[src/rtl/m_ai_move_scheduler_pkg.sv]
// Shared constants and helpers for the Connect-Four AI move scheduler.
// Board geometry and evaluator widths used by the scheduler and its evaluator bus.
package m_ai_move_scheduler_pkg;

  localparam int unsigned COL_COUNT             = 7;
  localparam int unsigned ROW_COUNT             = 6;
  localparam int unsigned PILE_CNT_W            = 3;
  localparam int unsigned SCORE_W               = 8;
  localparam int unsigned COL_SIZE              = 3;
  localparam int unsigned FIELD_SIZE            = COL_COUNT * ROW_COUNT;
  localparam int unsigned PILE_COUNT_ARRAY_SIZE = COL_COUNT * PILE_CNT_W;

  typedef logic signed [SCORE_W-1:0] score_t;

  // Distance of a column from the board centre, used to break score ties.
  function automatic logic [COL_SIZE-1:0] centre_dist(input logic [COL_SIZE-1:0] col,
                                                      input logic [COL_SIZE-1:0] centre);
    return (col >= centre) ? (col - centre) : (centre - col);
  endfunction

endpackage

[src/rtl/m_ai_move_scheduler_if.sv]
// Request/response bus between the move scheduler and the shared evaluator.
// Signal names keep the legacy port names so the evaluator wiring is unchanged.
interface m_ai_move_scheduler_if;
  import m_ai_move_scheduler_pkg::*;

  logic                  o_eval_req;
  logic [COL_SIZE-1:0]   o_eval_col;
  logic [FIELD_SIZE-1:0] o_me_field;
  logic [FIELD_SIZE-1:0] o_op_field;
  logic                  i_eval_ack;
  score_t                i_eval_score;

  modport master (
    output o_eval_req, o_eval_col, o_me_field, o_op_field,
    input  i_eval_ack, i_eval_score
  );

  modport slave (
    input  o_eval_req, o_eval_col, o_me_field, o_op_field,
    output i_eval_ack, i_eval_score
  );

endinterface

[src/rtl/m_next_legal_col.sv]
// Combinational search for the lowest non-full column at or above a start index.
module m_next_legal_col #(
  parameter int unsigned COL_COUNT = 7,
  parameter int unsigned ROW_COUNT = 6,
  parameter int unsigned CNT_W     = 3,
  parameter int unsigned COL_W     = 3,
  parameter int unsigned IDX_W     = 3
) (
  input  logic [COL_COUNT*CNT_W-1:0] counts_i,
  input  logic [IDX_W-1:0]           idx_i,
  output logic                       found_o,
  output logic [COL_W-1:0]           col_o
);

  always_comb begin
    found_o = 1'b0;
    col_o   = '0;
    for (int unsigned c = 0; c < COL_COUNT; c++) begin
      if (!found_o &&
          (counts_i[c*CNT_W +: CNT_W] < CNT_W'(ROW_COUNT)) &&
          (IDX_W'(c) >= idx_i)) begin
        found_o = 1'b1;
        col_o   = COL_W'(c);
      end
    end
  end

endmodule

[src/rtl/m_ai_move_scheduler.sv]
// Walks every legal column of a board snapshot through the shared evaluator
// and reports the best-scoring column (centre-most on ties), or "no move".
module m_ai_move_scheduler #(
  parameter int unsigned COL_COUNT = 7,
  parameter int unsigned ROW_COUNT = 6,
  parameter int unsigned CNT_W     = 3,
  parameter int unsigned SCORE_W   = 8,
  parameter int unsigned TIMEOUT   = 1023
) (
  input  logic                           w_clk,
  input  logic                           w_rst,
  input  logic                           i_start,
  input  logic                           i_abort,
  input  logic [COL_COUNT*ROW_COUNT-1:0] i_me_field,
  input  logic [COL_COUNT*ROW_COUNT-1:0] i_op_field,
  input  logic [COL_COUNT*CNT_W-1:0]     i_pile_count_array,
  m_ai_move_scheduler_if.master          ev,
  output logic                           o_busy,
  output logic                           o_done,
  output logic [$clog2(COL_COUNT)-1:0]   o_col,
  output logic                           o_no_move,
  output logic                           o_timeout
);
  import m_ai_move_scheduler_pkg::*;

  localparam int unsigned COL_W  = $clog2(COL_COUNT);
  localparam int unsigned IDX_W  = $clog2(COL_COUNT + 1);
  localparam int unsigned WCNT_W = $clog2(TIMEOUT + 1);
  localparam int unsigned FLD_W  = COL_COUNT * ROW_COUNT;

  localparam logic [2:0] S_IDLE = 3'd0;
  localparam logic [2:0] S_SCAN = 3'd1;
  localparam logic [2:0] S_REQ  = 3'd2;
  localparam logic [2:0] S_WAIT = 3'd3;
  localparam logic [2:0] S_DONE = 3'd4;

  localparam logic signed [SCORE_W-1:0] SCORE_MIN = {1'b1, {(SCORE_W-1){1'b0}}};
  localparam logic [COL_W-1:0]          CENTRE    = COL_W'(COL_COUNT / 2);

  logic [2:0]                 state_q, state_d;
  logic [FLD_W-1:0]           me_q, me_d, op_q, op_d;
  logic [COL_COUNT*CNT_W-1:0] cnt_q, cnt_d;
  logic [IDX_W-1:0]           idx_q, idx_d;
  logic [COL_W-1:0]           col_q, col_d;
  logic                       req_q, req_d;
  logic [WCNT_W-1:0]          wcnt_q, wcnt_d;
  logic                       best_valid_q, best_valid_d;
  logic signed [SCORE_W-1:0]  best_score_q, best_score_d;
  logic [COL_W-1:0]           best_col_q, best_col_d;
  logic [COL_W-1:0]           res_col_q, res_col_d;
  logic                       no_move_q, no_move_d;
  logic                       timeout_q, timeout_d;

  logic                       nl_found;
  logic [COL_W-1:0]           nl_col;
  logic                       wait_expired;
  logic signed [SCORE_W-1:0]  cand_score;
  logic [COL_W-1:0]           cand_dist, best_dist;
  logic                       cand_better;

  m_next_legal_col #(
    .COL_COUNT (COL_COUNT),
    .ROW_COUNT (ROW_COUNT),
    .CNT_W     (CNT_W),
    .COL_W     (COL_W),
    .IDX_W     (IDX_W)
  ) u_next_legal_col (
    .counts_i (cnt_q),
    .idx_i    (idx_q),
    .found_o  (nl_found),
    .col_o    (nl_col)
  );

  // A timed-out column competes with the most negative score so it is only
  // chosen when nothing better exists.
  assign wait_expired = (wcnt_q == WCNT_W'(TIMEOUT - 1));
  assign cand_score   = ev.i_eval_ack ? ev.i_eval_score : SCORE_MIN;
  assign cand_dist    = centre_dist(col_q, CENTRE);
  assign best_dist    = centre_dist(best_col_q, CENTRE);
  assign cand_better  = !best_valid_q
                     || (cand_score > best_score_q)
                     || ((cand_score == best_score_q) &&
                         ((cand_dist < best_dist) ||
                          ((cand_dist == best_dist) && (col_q < best_col_q))));

  always_comb begin
    state_d      = state_q;
    me_d         = me_q;
    op_d         = op_q;
    cnt_d        = cnt_q;
    idx_d        = idx_q;
    col_d        = col_q;
    req_d        = req_q;
    wcnt_d       = wcnt_q;
    best_valid_d = best_valid_q;
    best_score_d = best_score_q;
    best_col_d   = best_col_q;
    res_col_d    = res_col_q;
    no_move_d    = no_move_q;
    timeout_d    = timeout_q;

    case (state_q)
      S_IDLE: begin
        if (i_start) begin
          me_d         = i_me_field;
          op_d         = i_op_field;
          cnt_d        = i_pile_count_array;
          idx_d        = '0;
          timeout_d    = 1'b0;
          best_valid_d = 1'b0;
          best_score_d = '0;
          best_col_d   = '0;
          state_d      = S_SCAN;
        end
      end
      S_SCAN: begin
        if (nl_found) begin
          col_d   = nl_col;
          state_d = S_REQ;
        end else begin
          res_col_d = best_valid_q ? best_col_q : '0;
          no_move_d = !best_valid_q;
          state_d   = S_DONE;
        end
      end
      S_REQ: begin
        req_d   = 1'b1;
        wcnt_d  = '0;
        state_d = S_WAIT;
      end
      S_WAIT: begin
        wcnt_d = wcnt_q + 1'b1;
        if (ev.i_eval_ack || wait_expired) begin
          req_d = 1'b0;
          if (!ev.i_eval_ack) begin
            timeout_d = 1'b1;
          end
          if (cand_better) begin
            best_valid_d = 1'b1;
            best_score_d = cand_score;
            best_col_d   = col_q;
          end
          idx_d   = IDX_W'(col_q) + IDX_W'(1);
          state_d = S_SCAN;
        end
      end
      S_DONE: begin
        state_d = S_IDLE;
      end
      default: begin
        req_d   = 1'b0;
        state_d = S_IDLE;
      end
    endcase

    // Abort overrides whatever the active state decided, including a same-cycle ack.
    if (i_abort && (state_q != S_IDLE)) begin
      req_d   = 1'b0;
      state_d = S_IDLE;
    end
  end

  always_ff @(posedge w_clk or negedge w_rst) begin
    if (!w_rst) begin
      state_q      <= S_IDLE;
      me_q         <= '0;
      op_q         <= '0;
      cnt_q        <= '0;
      idx_q        <= '0;
      col_q        <= '0;
      req_q        <= 1'b0;
      wcnt_q       <= '0;
      best_valid_q <= 1'b0;
      best_score_q <= '0;
      best_col_q   <= '0;
      res_col_q    <= '0;
      no_move_q    <= 1'b0;
      timeout_q    <= 1'b0;
    end else begin
      state_q      <= state_d;
      me_q         <= me_d;
      op_q         <= op_d;
      cnt_q        <= cnt_d;
      idx_q        <= idx_d;
      col_q        <= col_d;
      req_q        <= req_d;
      wcnt_q       <= wcnt_d;
      best_valid_q <= best_valid_d;
      best_score_q <= best_score_d;
      best_col_q   <= best_col_d;
      res_col_q    <= res_col_d;
      no_move_q    <= no_move_d;
      timeout_q    <= timeout_d;
    end
  end

  assign ev.o_eval_req = req_q;
  assign ev.o_eval_col = col_q;
  assign ev.o_me_field = me_q;
  assign ev.o_op_field = op_q;

  assign o_busy    = (state_q != S_IDLE);
  assign o_done    = (state_q == S_DONE);
  assign o_col     = res_col_q;
  assign o_no_move = no_move_q;
  assign o_timeout = timeout_q;

endmodule
[src/flat_wrapper.sv]
// flat-port wrapper written by rule: the top's interface ports become plain ports
module m_ai_move_scheduler_flat import m_ai_move_scheduler_pkg::*;
#(
  parameter int unsigned COL_COUNT = 7,
  parameter int unsigned ROW_COUNT = 6,
  parameter int unsigned CNT_W     = 3,
  parameter int unsigned SCORE_W   = 8,
  parameter int unsigned TIMEOUT   = 1023
)
  (w_clk, w_rst, i_start, i_abort, i_me_field, i_op_field, i_pile_count_array, o_busy, o_done, o_col, o_no_move, o_timeout, ev_o_eval_req, ev_o_eval_col, ev_o_me_field, ev_o_op_field, ev_i_eval_ack, ev_i_eval_score);
  m_ai_move_scheduler_if ev_i ();
  input  logic w_clk;
  input  logic w_rst;
  input  logic i_start;
  input  logic i_abort;
  input  logic [COL_COUNT*ROW_COUNT-1:0] i_me_field;
  input  logic [COL_COUNT*ROW_COUNT-1:0] i_op_field;
  input  logic [COL_COUNT*CNT_W-1:0] i_pile_count_array;
  output logic o_busy;
  output logic o_done;
  output logic [$clog2(COL_COUNT)-1:0] o_col;
  output logic o_no_move;
  output logic o_timeout;
  output wire logic [$bits(ev_i.o_eval_req)-1:0] ev_o_eval_req;
  output wire logic [$bits(ev_i.o_eval_col)-1:0] ev_o_eval_col;
  output wire logic [$bits(ev_i.o_me_field)-1:0] ev_o_me_field;
  output wire logic [$bits(ev_i.o_op_field)-1:0] ev_o_op_field;
  input wire logic [$bits(ev_i.i_eval_ack)-1:0] ev_i_eval_ack;
  input wire logic [$bits(ev_i.i_eval_score)-1:0] ev_i_eval_score;
  assign ev_o_eval_req = ev_i.o_eval_req;
  assign ev_o_eval_col = ev_i.o_eval_col;
  assign ev_o_me_field = ev_i.o_me_field;
  assign ev_o_op_field = ev_i.o_op_field;
  assign ev_i.i_eval_ack = ev_i_eval_ack;
  assign ev_i.i_eval_score = ev_i_eval_score;
  m_ai_move_scheduler #(.COL_COUNT(COL_COUNT), .ROW_COUNT(ROW_COUNT), .CNT_W(CNT_W), .SCORE_W(SCORE_W), .TIMEOUT(TIMEOUT)) u_core (.w_clk(w_clk), .w_rst(w_rst), .i_start(i_start), .i_abort(i_abort), .i_me_field(i_me_field), .i_op_field(i_op_field), .i_pile_count_array(i_pile_count_array), .ev(ev_i), .o_busy(o_busy), .o_done(o_done), .o_col(o_col), .o_no_move(o_no_move), .o_timeout(o_timeout));
endmodule
[config.mk]
export PLATFORM = sky130hd
export DESIGN_NAME = m_ai_move_scheduler_flat
export DESIGN_NICKNAME = d
export VERILOG_FILES = /design/src/rtl/m_ai_move_scheduler_pkg.sv /design/src/rtl/m_ai_move_scheduler_if.sv /design/src/rtl/m_next_legal_col.sv /design/src/rtl/m_ai_move_scheduler.sv /design/src/flat_wrapper.sv
export SDC_FILE = /design/constraint.sdc
export NUM_CORES = 1
export LEC_CHECK = 0
export ABC_AREA = 1
export ABC_CLOCK_PERIOD_IN_PS = 3100
export CORE_UTILIZATION = 45
export DETAILED_ROUTE_END_ITERATION = 10
export GPL_TIMING_DRIVEN = 0
export PLACE_DENSITY = 0.78
export SLEW_MARGIN = 20
export SYNTH_ARGS = -nofsm -noshare
export SYNTH_HDL_FRONTEND = slang
export SYNTH_SLANG_ARGS = --single-unit
[constraint.sdc]
create_clock -name w_clk -period 3.1 [get_ports w_clk]
set_clock_uncertainty 0.2 [all_clocks]
set_input_delay 0.62 -clock w_clk [delete_from_list [all_inputs] [get_ports w_clk]]
set_output_delay 0.62 -clock w_clk [all_outputs]
set_load 0.05 [all_outputs]
==> metrics.md <==
| Metric | Value |
|---|---|
| Remaining DRCs | `0` |
| Clock Tree Root | `clkbuf_16` |
| Diodes inserted | `0` |
| Slew Limit Fails | `0` |
| Vias per cell | `4.82` |
| Layout cells sized above 1 | `7.99%` |
| Worst-Margin Slew | `593 ps` |
| Pin count of the biggest net entering global routing | `76` |
| Die area | `about 14000 µm²` |
| Final setup violation count | `0` |
| Synth warn | `0` |
| PwrDens | `roughly 1200 nW/µm²` |
| WL final | `around 17000 µm` |
| Flip-flop and latch area | `3380 µm²` |
| Inst Count DP | `1107` |
| IO Port Bufs | `204` |
| WL/cell | `14.5 µm` |
| Post-synthesis sequential area ratio | `55.5%` |
| Setup WS pre-CTS | `roughly 250 ps` |
| Synth Net Count | `about 860` |
| FF+latch count, synth | `around 140` |
| # H-tree levels | `4` |
| Worst Path Required | `2280 ps` |
| Gr usage total | `~25%` |
| Horiz. Die Dim | `118 µm` |
| Clk Latency, worst-skew pair | `roughly 410 ps` |
| CP bufs+invs | `2` |
| Clk sinks | `135` |
| DP HPWL | `11800 µm` |
| Nets | `1089` |
| Final period util | `88.2%` |
| Post-Syn Area | `6090 µm²` |
| Max_slew headroom | `60.3%` |
| Worst vdd ir | `0.000794 V` |
| Worst-path clk slew | `50 ps` |
| Ys async rst share | `100%` |
| Most frequent cells in the layout | `nand2_1, clkdlybuf4s50_1, dfrtp_1` |
| RePlAce Congestion | `around 0.85` |
| Critical path class | `register to output port` |
| Critical Path End Type | `output port` |
| Max-Cap Viols | `0` |
| Fin crit period | `2730 ps` |
| TritonCTS clock tree | `built` |
| CP delay by family, top | `buffers and inverters` |
| Status | `finished, final reports clean` |
| Postcts setup bufs | `0` |
| Crit-path slowest cell | `clkdlybuf4s50_1` |
| Min setup slack post-route | `roughly 370 ps` |
| Syn avg cell area | `approximately 8.4 µm²` |
| I/O pin count | `213` |
| Initial antenna violation count | `0` |
| Final Hold Vio Count | `0` |
| Worst Hold Class | `register to register` |
| Tightest hold margin | `275 ps` |
| Synth cell types | `38` |
| Most common cell after layout, fill and taps aside | `nand2_1` |
| Area occupied by multi-input gates | `around 2300 µm²` |
| GRT Residual Overflow | `0` |
| Number of synthesized flops with an enable pin | `0` |
| Filler cell count | `1093` |
| RSZ-0062 raised after global routing | `no` |
| Fmax | `366 MHz` |
| Final Non-Filler Cells | `1140` |
| Via count | `roughly 5500` |
| Core area | `13200 µm²` |
| Arr. time, crit path | `about 1900 ps` |
| First-pass GRT wire length | `around 28000 µm` |
| Initial Util | `46.0%` |
| Startpoint class of the critical path | `register` |
| TritonRoute pass-1 iters | `5` |
| Clock buffer depth | `2` |
| DRT iter0 DRCs | `~330` |
| Post-Syn Instances | `roughly 730` |
| Cell Chain, Critical Path | `inv_1, nor3_1, clkdlybuf4s50_1` |
| Synth-to-Final Area Change | `48.3%` |
| Vias in the first global route | `roughly 5700` |
| Die Height | `118 µm` |
| CTS Buf Count | `17` |
| Largest fanout on the critical path | `3` |
| Antenna viol nets, final | `0` |
| Leak pwr | `4.52 nW` |
| Worst path max stage delay | `roughly 840 ps` |
| Rows | `42` |
| Synth Flop Type | `dfrtp_1` |
## sequential cells by signal, summed over array words and instances (netlist names)
signal and count:
u_core.best_col_q 3, u_core.idx_q 3, u_core.o_no_move 1, u_core.wcnt_q 10, u_core.cnt_q 14, u_core.state_q 3, u_core.ev.o_eval_req 1, u_core.best_valid_q 1
u_core.ev.o_me_field 42, u_core.ev.o_op_field 42, u_core.o_col 3, u_core.o_timeout 1, u_core.best_score_q 8, u_core.ev.o_eval_col 3
## timing repair
item                                   4_1_cts  5_1_grt
endpoints found under the hold margin       60        0
hold buffers                                 1        0
resized for setup                            0        0
## metal layers
metal,track usage (%),vias to the layer above,part of all wire (%)
li1,-,2705,-
met1,30.7,2571,42
met2,41.7,188,49
met3,8.88,31,7.2
met4,9.46,0,2.4
met5,0,-,0
## cells by family after synthesis
kind of cell               share of synthesized area (%)
xor gates and xnor gates                           0.144
DFF                                                 55.5
adders and majority gates                           4.11
and+or+nand+nor                                     28.7
buffers and inverters                               6.64
AOI/OAI and AO/OA                                   4.97
## area by class of cell
type                    count  share of cell area [%]
repair buffers            206                    23.1
multi-input cells         506                    25.6
inverters                  59                    2.47
plain buffers              26                    2.01
well taps                 176                    2.44
clock buffers              24                    5.45
clock inverters             8                    1.58
flip-flops and latches    135                    37.4
## stage by stage
step | TNS (ps) | instance area, µm² | power, W | utilization, %
after floorplan | 0 | 6090 | 0.00647 | -
after global placement | -571220 | 8350 | 0.00827 | 63.1
after detailed placement | 0 | 8380 | 0.00836 | 63.3
after CTS | 0 | 9030 | 0.0106 | 68.2
after global routing | 0 | 9030 | 0.0111 | 68.2
final | 0 | 9030 | 0.0105 | 68.2
## cell usage after synthesis (all sizes together) (2+ instances only)
| master | n | area [µm²] |
|---|---|---|
| a31oi | 2 | 12.5 |
| ha | 20 | 250 |
| buf | 25 | 178 |
| nand2 | 360 | 1370 |
| nor3 | 6 | 30.0 |
| nand3b | 3 | 22.5 |
| or2 | 2 | 12.5 |
| nand3 | 34 | 175 |
| inv | 58 | 218 |
| nand4 | 3 | 25.0 |
| dfrtp | 135 | 3380 |
| o22ai | 2 | 12.5 |
| nor2 | 21 | 98.8 |
| o21ai | 26 | 134 |
| a21oi | 17 | 85.1 |
## final timing paths
path | startpoint | to | slack (ps) | cells after the start
worst min register to register | u_core.cnt_q[4]$_DFFE_PN0P_ | u_core.cnt_q[4]$_DFFE_PN0P_ | 280 | 2
max in group asynchronous | w_rst | u_core.ev.o_me_field[8]$_DFFE_PN0P_ | 1450 | 3
min in group asynchronous | w_rst | u_core.o_no_move$_DFFE_PN0P_ | 530 | 2
worst max register to register | u_core.best_col_q[0]$_DFFE_PN0P_ | u_core.best_score_q[6]$_DFFE_PN0P_ | 410 | 16
worst min-delay path | u_core.cnt_q[4]$_DFFE_PN0P_ | u_core.cnt_q[4]$_DFFE_PN0P_ | 280 | 2
worst max-delay path | u_core.state_q[2]$_DFFE_PN0P_ | o_done | 370 | 3
## power breakdown
part           switching [W]  total (W)  internal (W)
combinational        0.00360    0.00538       0.00178
clock               0.000731    0.00216       0.00143
sequential          0.000463    0.00296       0.00250
total                0.00480     0.0105       0.00571
## worst register-to-register path: cells and delay by family (launching register included)
kind,cells,cell delay [ps]
compound gates,4,450
simple gates,8,700
flops,1,410
fa+ha+maj,3,680
buf+inv,1,150
Note: power is estimated with default switching activity, not from simulation.
